==> src/rtl/lc3_execute.sv <==
// lc3_execute: LC3 execute stage with operand bypass, ALU, address adder and 1-cycle output registers.
// Optional LC3_EXEC_FLUSH_EN adds a flush input that bubbles the control outputs.
module lc3_execute #(
    parameter int DW = 16,
    parameter int RW = 3
) (
    input  logic          clock,
    input  logic          reset,
    input  logic          enable_execute,
`ifdef LC3_EXEC_FLUSH_EN
    input  logic          flush,
`endif
    input  logic [DW-1:0] IR,
    input  logic [DW-1:0] npc,
    input  logic [5:0]    E_Control,
    input  logic [1:0]    W_Control_in,
    input  logic          Mem_Control_in,
    input  logic [DW-1:0] VSR1,
    input  logic [DW-1:0] VSR2,
    input  logic          bypass_alu_1,
    input  logic          bypass_alu_2,
    input  logic          bypass_mem_1,
    input  logic          bypass_mem_2,
    input  logic [DW-1:0] Mem_Bypass_Val,
    output logic [DW-1:0] aluout,
    output logic [DW-1:0] pcout,
    output logic [1:0]    W_Control_out,
    output logic          Mem_Control_out,
    output logic [DW-1:0] M_Data,
    output logic [RW-1:0] dr,
    output logic [RW-1:0] sr1,
    output logic [RW-1:0] sr2,
    output logic [2:0]    NZP,
    output logic [DW-1:0] IR_Exec
);
    logic [DW-1:0] a, b, op2, alu, off, base, sum;
    logic [3:0]    op;
    logic [2:0]    nzp_d;
    logic          is_alu, bubble;
    always_comb begin
        op     = IR[15:12];
        a      = bypass_alu_1 ? aluout : bypass_mem_1 ? Mem_Bypass_Val : VSR1;
        b      = bypass_alu_2 ? aluout : bypass_mem_2 ? Mem_Bypass_Val : VSR2;
        op2    = E_Control[0] ? b : {{(DW-5){IR[4]}}, IR[4:0]};
        alu    = E_Control[5:4] == 2'b00 ? a + op2 :
                 E_Control[5:4] == 2'b01 ? a & op2 :
                 E_Control[5:4] == 2'b10 ? ~a : '0;
        off    = E_Control[3:2] == 2'b00 ? {{(DW-11){IR[10]}}, IR[10:0]} :
                 E_Control[3:2] == 2'b01 ? {{(DW-9){IR[8]}}, IR[8:0]} :
                 E_Control[3:2] == 2'b10 ? {{(DW-6){IR[5]}}, IR[5:0]} : '0;
        base   = E_Control[1] ? npc : a;
        sum    = off + base;
        is_alu = op == 4'b0001 || op == 4'b0101 || op == 4'b1001;
        nzp_d  = op == 4'b0000 ? IR[11:9] : op == 4'b1100 ? 3'b111 : 3'b000;
        sr1    = IR[8:6];
        // stores read their source register through the dr field
        sr2    = (op == 4'b0011 || op == 4'b0111 || op == 4'b1011) ? IR[11:9] : IR[2:0];
    end
`ifdef LC3_EXEC_FLUSH_EN
    assign bubble = flush;
`else
    assign bubble = 1'b0;
`endif
    always_ff @(posedge clock or negedge reset) begin
        if (!reset) begin
            aluout          <= '0;
            pcout           <= '0;
            W_Control_out   <= '0;
            Mem_Control_out <= 1'b0;
            M_Data          <= '0;
            dr              <= '0;
            NZP             <= '0;
            IR_Exec         <= '0;
        end else if (enable_execute) begin
            aluout          <= is_alu ? alu : sum;
            pcout           <= sum;
            M_Data          <= b;
            dr              <= IR[11:9];
            W_Control_out   <= bubble ? 2'b00 : W_Control_in;
            Mem_Control_out <= bubble ? 1'b0 : Mem_Control_in;
            NZP             <= bubble ? 3'b000 : nzp_d;
            IR_Exec         <= bubble ? '0 : IR;
        end
    end
endmodule

==> config.mk <==
export PLATFORM = sky130hd
export DESIGN_NAME = lc3_execute
export DESIGN_NICKNAME = d
export VERILOG_FILES = /design/src/rtl/lc3_execute.sv
export SDC_FILE = /design/constraint.sdc
export NUM_CORES = 1
export LEC_CHECK = 0
export CORE_MARGIN = 3
export CORE_UTILIZATION = 45
export CTS_CLUSTER_SIZE = 30
export DETAILED_ROUTE_END_ITERATION = 8
export MAX_ROUTING_LAYER = met4
export PLACE_DENSITY = 0.77
export SLEW_MARGIN = 15
export SYNTH_ARGS = -nofsm -noshare
export SYNTH_HDL_FRONTEND = slang
export SYNTH_SLANG_ARGS = --single-unit
==> constraint.sdc <==
create_clock -name clock -period 5.8 [get_ports clock]
set_input_delay 0.87 -clock clock [delete_from_list [all_inputs] [get_ports clock]]
set_output_delay 0.87 -clock clock [all_outputs]
set_load 0.05 [all_outputs]
Word-level counts from Yosys, hierarchy flattened. Cells that the tools add are included.

$add $sub $neg: 2. Equality and inequality tests: 11. Multiplexer cells: 16. Bitwise logic cells: 2. Reduce and logical (&&, ||, !) cells: 7.

Operators with widths (count): $mux 16 (13); $add 16x16->16 (2); $and 16x16->16 (1); $not 16->16 (1); $eq 4x4->1 const B (3); $mux 3 (3); $eq 4x3->1 const B (2); $eq 2x1->1 const B (2); $eq 2x2->1 const B (2); $eq 4x1->1 const B (1); $eq 4x2->1 const B (1); $logic_not 2->1 (2); $logic_not 4->1 (1); $logic_or 1x1->1 (4).

Register bits after elaboration: 73. Bits of input ports: 96. Output and inout port bits: 79. Word-level logic and storage cells: 46.

Logic depth before layout (Yosys ltp).
Depth in word-level cells: 7. Mapped depth: 19. Depth with buffers taken out: 17.

Worst setup path before layout. Ideal clock, no wire load.

Path type: input port to flip-flop. From: input port bypass_mem_1. To: register pcout[14]. Library setup time: 0.125 ns. Data arrival time: 4.267 ns. Data required time: 5.675 ns. Setup slack: 1.408 ns. Cell stages on the path: 18. Buffers on the path: 2. Cells stage by stage: buf_2 > buf_2 > mux2i_1 > o21ai_0 > mux2_2 > ha_1 > fa_1 > a21o_1 > a21oi_1 > o21bai_1 > a21oi_1 > o21ba_2 > o21ai_0 > a21oi_1 > o21bai_1 > a21oi_1 > xnor2_1 > mux2_2.

Word-level cells in the longest chain between the ends: 4.

Ends and longest elaborated chain: start: declaration (RTL line 22) `input logic bypass_mem_1,`; $mux 16 (2 in series) (RTL line 42) `a = bypass_alu_1 ? aluout : bypass_mem_1 ? Mem_Bypass_Val : VSR1;`; $mux 16 (RTL line 51) `base = E_Control[1] ? npc : a;`; $add 16x16->16 (RTL line 52) `sum = off + base;`; end signal: assignment (RTL line 76) `pcout <= sum;`; end: declaration (RTL line 26) `output logic [DW-1:0] pcout,`.

Every way passes these cells. A chain may end at the register's enable or synchronous reset.

Worst setup path after layout.
From: input port bypass_alu_1. To: register aluout[14].

Word-level cells in the longest chain between the ends: 6. Elaborated cells between the ends (all ways): 10. Classes of those cells: add/sub (2); mux (6); bitwise (2).

Ends and longest elaborated chain: start: declaration (RTL line 20) `input logic bypass_alu_1,`; $mux 16 * (RTL line 42); branches (longest 4 deep; another with $add 16x16->16); $mux 16 * (RTL line 75) `aluout <= is_alu ? alu : sum;`; end signal: assignment (RTL line 75); end: declaration (RTL line 25) `output logic [DW-1:0] aluout,`.

Mark *: on every way between the ends.

==> impl_metrics.tcl <==
set metrics [dict create \
    arrival_ns 4.83 \
    irDropWorstVdd_mv 0.222 \
    r2r.worst_path.cells 17 \
    die_area_um2 14400 \
    final_cells 1005 \
    cts_resized 0 \
    slew_headroom 0.350 \
    cp_cell_sequence "clkdlybuf4s50_1, buf_4, o21ai_0, mux2_2, ha_1, fa_1, a21o_1, a21oi_1, o21bai_1, a21oi_1, o21ba_2, o21ai_0, a21oi_1, o21bai_1, a21oi_1, xnor2_1, nor2_1, o31ai_1" \
    hold_viol 0 \
    whs_ns 0.493 \
    insertion_delay_ns 0.34 \
    synthAdderAreaFrac 0.0624 \
    portBuffers 174 \
    cap_violations 0 \
    cpMaxStageDelayCell "fa_1" \
    die_h_um 120 \
    synthDistinctLibCells 65 \
    grt_start_max_net_pins 71 \
    total_power_uw 2840 \
    required_ns 6.05 \
    h-tree-depth 3 \
    fillCellCount 1095 \
    maxSlewViolCount 0 \
    dpl_worst_slack_ns 0.880 \
    min_period_over_period 0.791 \
    tritoncts "built" \
    initial_core_util 0.462 \
    muxShareOfSynthArea 0.180 \
    area_growth_pct 36.2 \
    grt_antenna_before_repair 0 \
    wl_per_cell_um 20.1 \
    status "completed" \
    grt-ovfl-total 0 \
    clock.fmax_mhz 218 \
    hold_path_depth 1 \
    synthArstFlopShare 1.00 \
    drtAntennaViolNets 0 \
    tightestPinTransition_ns 0.975 \
    synth.avg_cell_area_um2 8.63 \
    post-route-min-period_ns 4.59 \
    clkTransAtPathRegs_ns 0.06 \
    synthXorXnorAreaFrac 0.0359 \
    synth_compound_area_frac 0.239 \
    leakagePower_uw 0.00341 \
    final_cell_mix "172 x clkdlybuf4s50_1, 84 x nand2_1, 70 x dfrtp_1" \
    cpPeakStageDelay_ns 0.47 \
    core-area_um2 12700 \
    drc 0 \
    ios 175 \
    cts_setup_buffers 0 \
    hold_class "flip-flop to flip-flop" \
    rsz0062_at_grt "false" \
    syn-cell-area_um2 5850 \
    start_kind "input port" \
    dp.cells 989 \
    synthFlopType "dfrtp_1" \
    drt-initial-drc-count 495 \
    crit_fanout 28 \
    ys_ff_latch 70 \
    synth_edf_count 0 \
    vias 5929 \
    fin_nets 949 \
    clockRootBuffer "clkbuf_16" \
    wl_mm 20.2 \
    crit_top_cell "a21oi_1" \
    cts_buffer_depth 2 \
    syn-num-nets 799 \
    cp-end-kind "flip-flop" \
    synth_top_family_by_area "compound AO/OA/AOI/OAI gates" \
    viasPerCell 5.90 \
    tns_ns 0 \
    clock_skew_ns 0.00444 \
    grt_pass1_vias 5750 \
    antennaDiodeCount 0 \
    layout_commonest_cell "clkdlybuf4s50_1" \
    yosysWarnings 0 \
    synthSimpleGateAreaFrac 0.129 \
    netlist_instances 678 \
    cts.sinks 70 \
    gp_congestion 0.922 \
    power_density_nw_per_um2 356 \
    setup_slack_ns 1.21 \
    drt_first_pass_iters 8 \
    critPathKind "input port to flip-flop" \
    drive_gt1_frac 0.126 \
    dp_hpwl_mm 15.7 \
    seq_area_frac_synth 0.299 \
    grt_first_pass_wirelength_mm 31.6 \
    numCtsBuffers 9 \
    track_usage 0.288 \
    fp-row-count 41 \
    setup_viol 0 \
    cts_hold_buf 0 \
    fp.dieW_um 120 \
]
## per-layer routing
metal | routed length (um) | global-route usage | share of wire
met5 | 0 | - | 0
met4 | 320 | 0.0780 | 0.016
met3 | 1670 | 0.0594 | 0.083
met2 | 9290 | 0.431 | 0.46
met1 | 8950 | 0.400 | 0.44
## critical path: cells and delay by family
family,cells,cell delay [ns]
AO/OA/AOI/OAI,11,1.97
multiplexers,1,0.32
buffers and inverters,2,0.74
XOR/XNOR,1,0.16
AND/OR/NAND/NOR,1,0.07
adder cells (fa/ha/maj),2,0.71
## power by group
group          internal [uW]  switching, uW
clock network            348            228
logic                    587            966
registers                604            108
## path summary, 6_finish.rpt
path	startpoint	end	slack, ns
hold / removal	NZP[1]	NZP[1]	0.49
max in group asynchronous	reset	aluout[3]	4.48
setup reg to reg	aluout[0]	aluout[14]	2.05
min in group asynchronous	reset	M_Data[8]	0.65
hold reg to reg	NZP[1]	NZP[1]	0.49
setup / recovery	bypass_alu_1	aluout[14]	1.21
## cell type report
cell class,instances,area [um^2],share of cell area
Timing Repair Buffer,184,1810,0.227
Sequential cell,70,1750,0.220
Clock inverter,6,70.1,0.00879
Clock buffer,10,239,0.0300
Multi-Input combinational cell,536,3790,0.475
Tap cell,172,215,0.0270
Inverter,27,101,0.0127
## metrics by stage
stage,util,cell area [um^2]
6_report,0.629,7970
5_1_grt,0.629,7970
4_1_cts,0.629,7970
2_1_floorplan,-,5850
3_3_place_gp,0.605,7660
3_5_place_dp,0.605,7660
## sequential cells by signal (all words and copies together) (netlist names)
signal,count
IR_Exec,14
M_Data,16
Mem_Control_out,1
NZP,3
W_Control_out,2
aluout,16
dr,2
pcout,16
## synth_stat cells, types with 7 or more instances
cell	instances	share of area
o21ai_0	66	0.056
ha_1	24	0.051
nand2b_1	9	0.0096
nor2_1	44	0.028
inv_1	26	0.017
nor3_1	9	0.0077
a21oi_1	50	0.043
clkbuf_1	24	0.015
o22ai_1	9	0.0096
o21a_1	7	0.0090
o211ai_1	14	0.018
xor2_1	8	0.012
and2_1	9	0.0096
mux2i_1	31	0.053
xnor2_1	16	0.024
nand2_1	84	0.054
a21o_1	12	0.015
dfrtp_1	70	0.30
buf_1	7	0.0045
mux2_2	57	0.11
## cells by family (layout without fill, tap and decap cells)
kind of cell             Yosys count  in the layout
flip-flops                        70             70
adder cells (fa/ha/maj)           29             29
XOR/XNOR                          24             24
AO/OA/AOI/OAI                    215            215
AND/OR/NAND/NOR                  174            174
buffers and inverters             72            227
multiplexers                      94             94
No activity file was read; power rests on OpenSTA's default activity.
==> edit: new RTL, config.mk and constraints unchanged <==
Add an input register stage for `npc`, without a reset; this delays it by one clock. The other inputs are not delayed to match.
--- a/src/rtl/lc3_execute.sv
+++ b/src/rtl/lc3_execute.sv
@@ -33,6 +33,13 @@
     output logic [2:0]    NZP,
     output logic [DW-1:0] IR_Exec
 );
+
+    logic [DW-1:0] npc_q;
+
+    always_ff @(posedge clock) begin
+        npc_q <= npc;
+    end
+
     logic [DW-1:0] a, b, op2, alu, off, base, sum;
     logic [3:0]    op;
     logic [2:0]    nzp_d;
@@ -48,7 +55,7 @@
         off    = E_Control[3:2] == 2'b00 ? {{(DW-11){IR[10]}}, IR[10:0]} :
                  E_Control[3:2] == 2'b01 ? {{(DW-9){IR[8]}}, IR[8:0]} :
                  E_Control[3:2] == 2'b10 ? {{(DW-6){IR[5]}}, IR[5:0]} : '0;
-        base   = E_Control[1] ? npc : a;
+        base   = E_Control[1] ? npc_q : a;
         sum    = off + base;
         is_alu = op == 4'b0001 || op == 4'b0101 || op == 4'b1001;
         nzp_d  = op == 4'b0000 ? IR[11:9] : op == 4'b1100 ? 3'b111 : 3'b000;
Formal check against the unedited RTL: not equivalent (a bounded check fails within 4 cycles, from zero or initial values and one cycle with reset low).
==> edit against the unedited design <==
- highest routed layer unchanged
- via count rose by 0.10%
- sequential power grew 14%
- global-route usage decreased by 0.63 points
- synthesized area is 5.8% higher
- non-clock buffer count increased by 1
- sequential cell count is 16 higher
- worst setup slack better by 0.15 ns
- critical path depth fell by 3
- total power rose by 1.3%
- cell area up 4.3%
- combinational power is 5% lower
- first-iteration DRC count decreased by 24%
- wire length up 2.1%
- clock skew increased by 0.0053 ns
==> edit: results (changes against the unedited design) <==
stage	metric	value	unit	change
finish	fin_cells	1022		+1.7%
floorplanning	dieArea	15210	µm²	+5.5%
route	wl_met1	9423	µm	+5.3%
finish	n_fill_cell	1149		+4.9%
worst_hold_path	hp-class	reg2reg		
critical_path	slowest_delay	0.70	ns	+0.23 ns
global_routing	antenna_found_initial	0		unchanged
place	dp_slack	1.126	ns	+0.2457 ns
logic_synthesis	muxShareOfSynthArea	16.53	%	-1.5 points
route	vias	5935		+0.10%
global_routing	grt_pass1_wl	32020	µm	+1.3%
global_routing	met3_usage	6.496	%	+0.56 points
global_routing	grt_usage	28.21	%	-0.63 points
logic_synthesis	synth_nets	808		+1.1%
global_routing	gr-usage-met1	38.65	%	-1.3 points
critical_path	worst_r2r_startpoint	aluout[0]$_DFFE_PN0P_		
logic_synthesis	synth_compound_area_share	22.81	%	-1.1 points
status	outcome	completed		
pwr	ir_drop	0.0002256	V	+1.8%
clocking	postCtsSetupBuffers	0		unchanged
finish	area_growth_syn_to_layout	34.22	%	
critical_path	cpMaxStageDelayCell	clkdlybuf4s50_1		
place	post_dp_cell_area	8020	µm²	+4.7%
logic_synthesis	async_reset_ff_share	81.40	%	-19 points
route	wl	20660	µm	+2.1%
global_routing	grt_use_met2	41.15	%	-1.9 points
critical_path	worstPathMaxFanout	10		-64%
logic_synthesis	synthAdderAreaFrac	5.495	%	-0.75 points
logic_synthesis	syn_avg_cell_area	9.015	µm²	+4.4%
finish	drive_above_1_share	12.88	%	+0.28 points
finish	nNetsFinal	962		+1.4%
critical_path	cp.arrival	4.68	ns	-0.15 ns
route	drt-initial-drc-count	374		-24%
timing	fin_skew	0.009733	ns	+0.005293 ns
worst_hold_path	holdCritStartpoint	M_Data[3]$_DFFE_PN0P_		
logic_synthesis	yosysSeqAreaShare	33.45	%	+3.5 points
logic_synthesis	yosys.area_share.xor_xnor	2.970	%	-0.62 points
place	place_congestion	0.9181		-0.43%
clocking	clock_latency	0.35	ns	
critical_path	crit_start	bypass_alu_1		
route	first_pass_iters	5		-3
pwr	p_leak	3.538	nW	+3.8%
place	dpl.hpwl	15670	µm	-0.15%
logic_synthesis	ys_types	63		-3.1%
route	wl_met3	1639	µm	-1.9%
timing	tightest_slew	0.9552	ns	-0.01991 ns
clocking	numCtsBuffers	9		unchanged
logic_synthesis	synth_common_cells	74 x nand2_1, 70 x dfrtp_1, 60 x o21ai_0, 58 x mux2_2, 52 x a21oi_1		
logic_synthesis	synthTopCellsByArea	dfrtp_1 28%, mux2_2 11%, mux2i_1 6.0%, dfxtp_1 5.2%, ha_1 4.8%		
route	wl_met2	9151	µm	-1.5%
## edit: layout make-up
class                           count  share of cell area, %
Inverter                           24                  1.084
Multi-Input combinational cell    535                  45.97
Clock buffer                       11                  3.040
Timing Repair Buffer              185                  21.85
Sequential cell                    86                  24.92
Tap cell                          176                  2.649
Clock inverter                      5                 0.4816
## edit: path summary, 6_finish.rpt
check | end | slack, ns | cells past startpoint
hold / removal | M_Data[3]$_DFFE_PN0P_ | 0.49 | 1
hold reg to reg | M_Data[3]$_DFFE_PN0P_ | 0.49 | 1
min in group asynchronous | M_Data[13]$_DFFE_PN0P_ | 0.64 | 1
setup / recovery | aluout[14]$_DFFE_PN0P_ | 1.36 | 15
setup reg to reg | aluout[14]$_DFFE_PN0P_ | 2.17 | 15
max in group asynchronous | pcout[2]$_DFFE_PN0P_ | 4.50 | 1
## edit: power by group
part           internal, mW  switching (mW)  total, mW
sequential            0.715          0.0946      0.810
combinational         0.556           0.925       1.48
clock                 0.317           0.269      0.586
total                  1.59            1.29       2.88
